[src/rtl/instr_fetch_queue.sv]
// Instruction fetch stage: owns the fetch PC, issues word requests to instruction
// memory and buffers returned words with their PCs in an in-order prefetch queue.
module instr_fetch_queue #(
    parameter int unsigned DEPTH    = 4,
    parameter logic [31:0] RESET_PC = 32'h0
) (
    input  logic        clk,
    input  logic        reset,
    output logic        imem_req_valid,
    output logic [31:0] imem_req_addr,
    input  logic        imem_req_ready,
    input  logic        imem_rsp_valid,
    input  logic [31:0] imem_rsp_data,
    input  logic        redirect_valid,
    input  logic [31:0] redirect_pc,
    output logic        out_valid,
    output logic [31:0] out_instr,
    output logic [31:0] out_pc,
    input  logic        out_ready
);
    localparam int AW = $clog2(DEPTH);
    localparam int CW = AW + 1;
    localparam logic [CW-1:0] CNT_ONE = CW'(1);
    localparam logic [AW-1:0] PTR_ONE = AW'(1);
    localparam logic [CW:0]   CREDIT  = (CW+1)'(DEPTH);

    logic [31:0]   fetch_pc;
    logic [31:0]   q_pc    [DEPTH];
    logic [31:0]   q_instr [DEPTH];
    logic [31:0]   tag_pc  [DEPTH];
    logic [AW-1:0] q_rd, q_wr, tag_rd, tag_wr;
    logic [CW-1:0] count_q, outst_q, drop_q, outst_nxt;
    logic [CW:0]   credit_used;
    logic          req_fire, rsp_keep, pop;

    // Redirect targets are forced to word alignment, so the byte offset is ignored.
    logic unused_redirect_lsb;
    assign unused_redirect_lsb = ^redirect_pc[1:0];

    assign credit_used    = {1'b0, count_q} + {1'b0, outst_q};
    assign imem_req_valid = reset && (credit_used < CREDIT);
    assign imem_req_addr  = fetch_pc;
    assign req_fire       = imem_req_valid && imem_req_ready;
    assign pop            = out_valid && out_ready;
    assign rsp_keep       = imem_rsp_valid && (drop_q == '0) && !redirect_valid;

    assign out_valid = (count_q != '0);
    assign out_instr = out_valid ? q_instr[q_rd] : '0;
    assign out_pc    = out_valid ? q_pc[q_rd]    : '0;

    always_comb begin
        outst_nxt = outst_q;
        if (req_fire)
            outst_nxt = outst_nxt + CNT_ONE;
        if (imem_rsp_valid)
            outst_nxt = outst_nxt - CNT_ONE;
    end

    // Control state: PC, pointers and occupancy counters.
    always_ff @(posedge clk or negedge reset) begin
        if (!reset) begin
            fetch_pc <= RESET_PC;
            count_q  <= '0;
            outst_q  <= '0;
            drop_q   <= '0;
            q_rd     <= '0;
            q_wr     <= '0;
            tag_rd   <= '0;
            tag_wr   <= '0;
        end else begin
            outst_q <= outst_nxt;
            if (req_fire)
                tag_wr <= tag_wr + PTR_ONE;
            if (imem_rsp_valid)
                tag_rd <= tag_rd + PTR_ONE;

            if (redirect_valid) begin
                // Everything still in flight, including this cycle's request, is stale.
                fetch_pc <= {redirect_pc[31:2], 2'b00};
                count_q  <= '0;
                q_rd     <= '0;
                q_wr     <= '0;
                drop_q   <= outst_nxt;
            end else begin
                if (req_fire)
                    fetch_pc <= fetch_pc + 32'd4;
                if (rsp_keep)
                    q_wr <= q_wr + PTR_ONE;
                if (pop)
                    q_rd <= q_rd + PTR_ONE;
                case ({rsp_keep, pop})
                    2'b10:   count_q <= count_q + CNT_ONE;
                    2'b01:   count_q <= count_q - CNT_ONE;
                    default: count_q <= count_q;
                endcase
                if (imem_rsp_valid && (drop_q != '0))
                    drop_q <= drop_q - CNT_ONE;
            end
        end
    end

    // Data storage: PC tags of in-flight requests and the prefetch queue payload.
    always_ff @(posedge clk) begin
        if (req_fire)
            tag_pc[tag_wr] <= fetch_pc;
        if (rsp_keep) begin
            q_pc[q_wr]    <= tag_pc[tag_rd];
            q_instr[q_wr] <= imem_rsp_data;
        end
    end

endmodule

[config.mk]
export PLATFORM = sky130hd
export DESIGN_NAME = instr_fetch_queue
export DESIGN_NICKNAME = d
export VERILOG_FILES = /design/src/rtl/instr_fetch_queue.sv
export SDC_FILE = /design/constraint.sdc
export NUM_CORES = 1
export LEC_CHECK = 0
export ABC_CLOCK_PERIOD_IN_PS = 9400
export CORE_ASPECT_RATIO = 2
export CORE_MARGIN = 2
export CORE_UTILIZATION = 40
export DETAILED_ROUTE_END_ITERATION = 8
export GPL_ROUTABILITY_DRIVEN = 0
export PLACE_DENSITY_LB_ADDON = 0.3
export RECOVER_POWER = 100
export SYNTH_ARGS = -nofsm -noshare
export SYNTH_HDL_FRONTEND = slang
export SYNTH_SLANG_ARGS = --single-unit
[constraint.sdc]
create_clock -name clk -period 9.4 [get_ports clk]
set_input_delay 1.88 -clock clk [delete_from_list [all_inputs] [get_ports clk]]
set_output_delay 1.88 -clock clk [all_outputs]
set_load 0.005 [all_outputs]
==> key figures <==
Setup path
  – CP max FO: 62
  – Critical Path RT: 9.44 ns
  – Cell family with most CP delay: buffers and inverters
  – Critical path's largest stage delay: 2.98 ns
  – Crit path capture type: flop
  – Crit Path Class: input port to flop
  – Worst setup SP type: input port
  – Critical path arrival: 6.60 ns
  – CP max stage cell: clkbuf_1
  – Crit-path cells: dlygate4sd3_1, nand3b_1, nor2_1, and2_2, clkbuf_1
  – CP Buf/Inv Count: 2

Floorplanning
  – Die Area: 43400 um^2
  – Core Rows: 105
  – Die W: 148 um
  – Initial Utilization: 40.5%
  – I/O pins: 168
  – Die H: 293 um
  – Core area: 41100 um^2

Clock network
  – Post-CTS setup buffer count: 0
  – Clock sink count: 415
  – Clk_lat worst skew: 0.54 ns
  – H-Tree Depth: 2
  – CTS tree: yes
  – Clk slew on worst S/H paths: 0.07 ns
  – CTS Hold Bufs: 0
  – CTS buffer count: 37
  – Clock root buffer: clkbuf_16
  – Clk buf depth: 3
  – Post-cts sizing count: 0

STA
  – Final period utilization: 69.8%
  – Max-slew headroom: -186%
  – Tmin final: 6.56 ns
  – Endpoints failing hold: 0
  – Max-slew violations: 523
  – Fmax achieved: 152 MHz
  – # setup viols final: 0
  – Hold Slack: 0.553 ns
  – Clock skew: 0.0185 ns
  – Setup TNS: 0 ns
  – Tightest Pin Transition: 4.28 ns
  – RSZ-0062 raised after global routing: no
  – Setup slack after layout: 2.84 ns

Placement
  – Dpl ws: 4.13 ns
  – Count of input and output buffers: 161
  – Post-Place Cell Area: 18900 um^2
  – Cell total after placement: 1555
  – DPL Wire Length: 20500 um

GRT
  – First-pass GRT wire length: 52300 um
  – GRT Total Usage: 15.9%
  – Grt ovf: 0
  – Number of global-route vias before repair: 9204
  – Largest net degree at the start of global routing: 65
  – Initial antenna violation count: 1

Synthesis
  – Seq/Total Area, Yosys: 73.3%
  – Synth Warn #: 0
  – Cell variety after synth: 52
  – Ys async rst share: 11.3%
  – Synthesized flop and latch total: 415
  – Mean Syn Cell Area: 18.7 um^2
  – EDFF count, synth: 368
  – Main flop type after synthesis: edfxtp_1
  – Cells after synthesis: 893
  – Mapped Area: 16700 um^2

Drt
  – Routed vias/inst: 5.38
  – Met2 routed WL: 18800 um
  – Top routing layer used: met4
  – DR WL/cell: 21.0 um
  – First-pass DRT Iterations: 4
  – Metal3 WL: 1450 um
  – DR DRC count: 0
  – Final WL: 34000 um
  – Iteration-0 DRC Markers: 431
  – Via count: 8738
  – Post-route ant nets: 0
  – Met1 WL: 12600 um

Layout
  – Design area: 20000 um^2
  – Final nets: 1145
  – # diodes: 0
  – Share of cells above drive strength 1: 14.9%
  – Final cell count without fillers: 1623
  – Fillers: 3449
  – Post-layout util: 48.7%
  – Area grow syn2layout: 20.2%

Power and ir drop
  – PwrDens: 258 nW/um^2
  – Total power draw: 5.17 mW
  – Peak supply drop: 0.171 mV
  – Lkg Pwr: 6.40 nW

Hold path
  – Hold Path Class: flop to flop

Status
  – Status: finished, violations left
  – Failing checks: capacitance limit, slew limit

Run
  – Max cap viols: 11
==> layout make-up <==
type                            count  area [um^2]  area share, %
Tap cell                          535          669           3.34
Clock buffer                       39          933           4.66
Inverter                           12         45.0          0.225
Timing Repair Buffer              173         1670           8.31
Multi-Input combinational cell    420         4200           21.0
Clock inverter                     29          294           1.47
Sequential cell                   415        12200           61.0
==> flip-flops by register name, indices dropped and copies added (netlist names) <==
name,cells
imem_req_addr,30
q_wr,2
q_pc,120
tag_wr,2
tag_pc,120
count_q,3
tag_rd,2
drop_q,3
outst_q,3
q_rd,2
q_instr,128
==> where the power goes <==
part           internal, mW  leakage (nW)  switching (mW)
clock network         0.866         0.589           0.664
logic                 0.693          1.96           0.589
registers              2.23          3.85           0.133
==> routing by layer <==
layer  GRT usage, %  vias to the layer above
met5              0                        -
met4           6.69                        0
met3           2.20                       67
met2           30.5                      274
met1           17.0                     4465
li1               -                     3932
==> cells in the final DEF (no fill, tap or decap), types with 5 or more instances in the layout <==
master,n
a31oi_1,21
and2_0,48
and2_1,21
and3_1,7
bufinv_16,5
clkbuf_1,11
clkbuf_16,37
clkdlybuf4s50_1,75
clkinv_1,11
clkinv_2,5
dfrtp_1,43
dlygate4sd3_1,85
edfxtp_1,368
ha_1,15
inv_1,12
mux4_2,92
nand2_1,21
nand3_1,14
nand4_1,15
nor2_1,32
nor3_1,5
o21ai_0,15
o31ai_1,19
or3_1,9
or4_1,20
xnor2_1,7
xor2_1,5
==> cell usage after synthesis, drive strengths merged (2+ instances only) <==
cell,count,area [um^2]
a21oi,3,15.0
nand3b,3,22.5
or4b,2,20.0
nand2b,4,25.0
edfxtp,368,11100
a211oi,2,15.0
nor2,32,120
or3,10,67.6
nor3b,2,15.0
xor2,5,43.8
nand3,14,70.1
a221oi,2,17.5
clkbuf,32,120
o21a,2,15.0
mux4,92,2070
mux2i,4,40.0
a31oi,21,131
nor3,5,30.0
or4,20,150
nand4,15,93.8
xnor2,7,61.3
and3,7,43.8
o211ai,2,15.0
inv,12,45.0
nor2b,3,18.8
o21ai,15,75.1
nand2,21,78.8
dfrtp,47,1180
nor4,2,12.5
o31ai,19,143
ha,15,188
buf,17,87.6
and2,73,457
and4,4,35.0
==> cells by family after synthesis <==
logic type / after synthesis / synth area share [%]
other cells: 1 / 0.0225
mux: 97 / 12.7
flops: 415 / 73.3
simple gates: 218 / 7.61
fa+ha+maj: 16 / 1.25
xor+xnor: 12 / 0.630
buf+inv: 61 / 1.52
compound gates: 73 / 2.90
==> worst min-delay path, stage by stage (launching register included) <==
cell and delay, ns:
dfrtp_2 0.37, xor2_1 0.07, nor2_1 0.08
==> final timing paths <==
check / to / slack, ns / cells past startpoint / startpoint
setup / recovery: q_instr[2][25]$_DFFE_PP_ / 2.84 / 5 / imem_rsp_valid
hold / removal: q_rd[1]$_DFFE_PN0P_ / 0.55 / 2 / q_rd[1]$_DFFE_PN0P_
hold reg to reg: q_rd[1]$_DFFE_PN0P_ / 0.55 / 2 / q_rd[1]$_DFFE_PN0P_
setup reg to reg: q_instr[2][25]$_DFFE_PP_ / 4.41 / 6 / drop_q[0]$_DFFE_PN0P_
min in group asynchronous: imem_req_addr[20]$_DFFE_PN0P_ / 2.59 / 2 / reset
max in group asynchronous: q_rd[0]$_DFFE_PN0P_ / 4.81 / 2 / reset
Note: power is estimated with default switching activity, not from simulation.
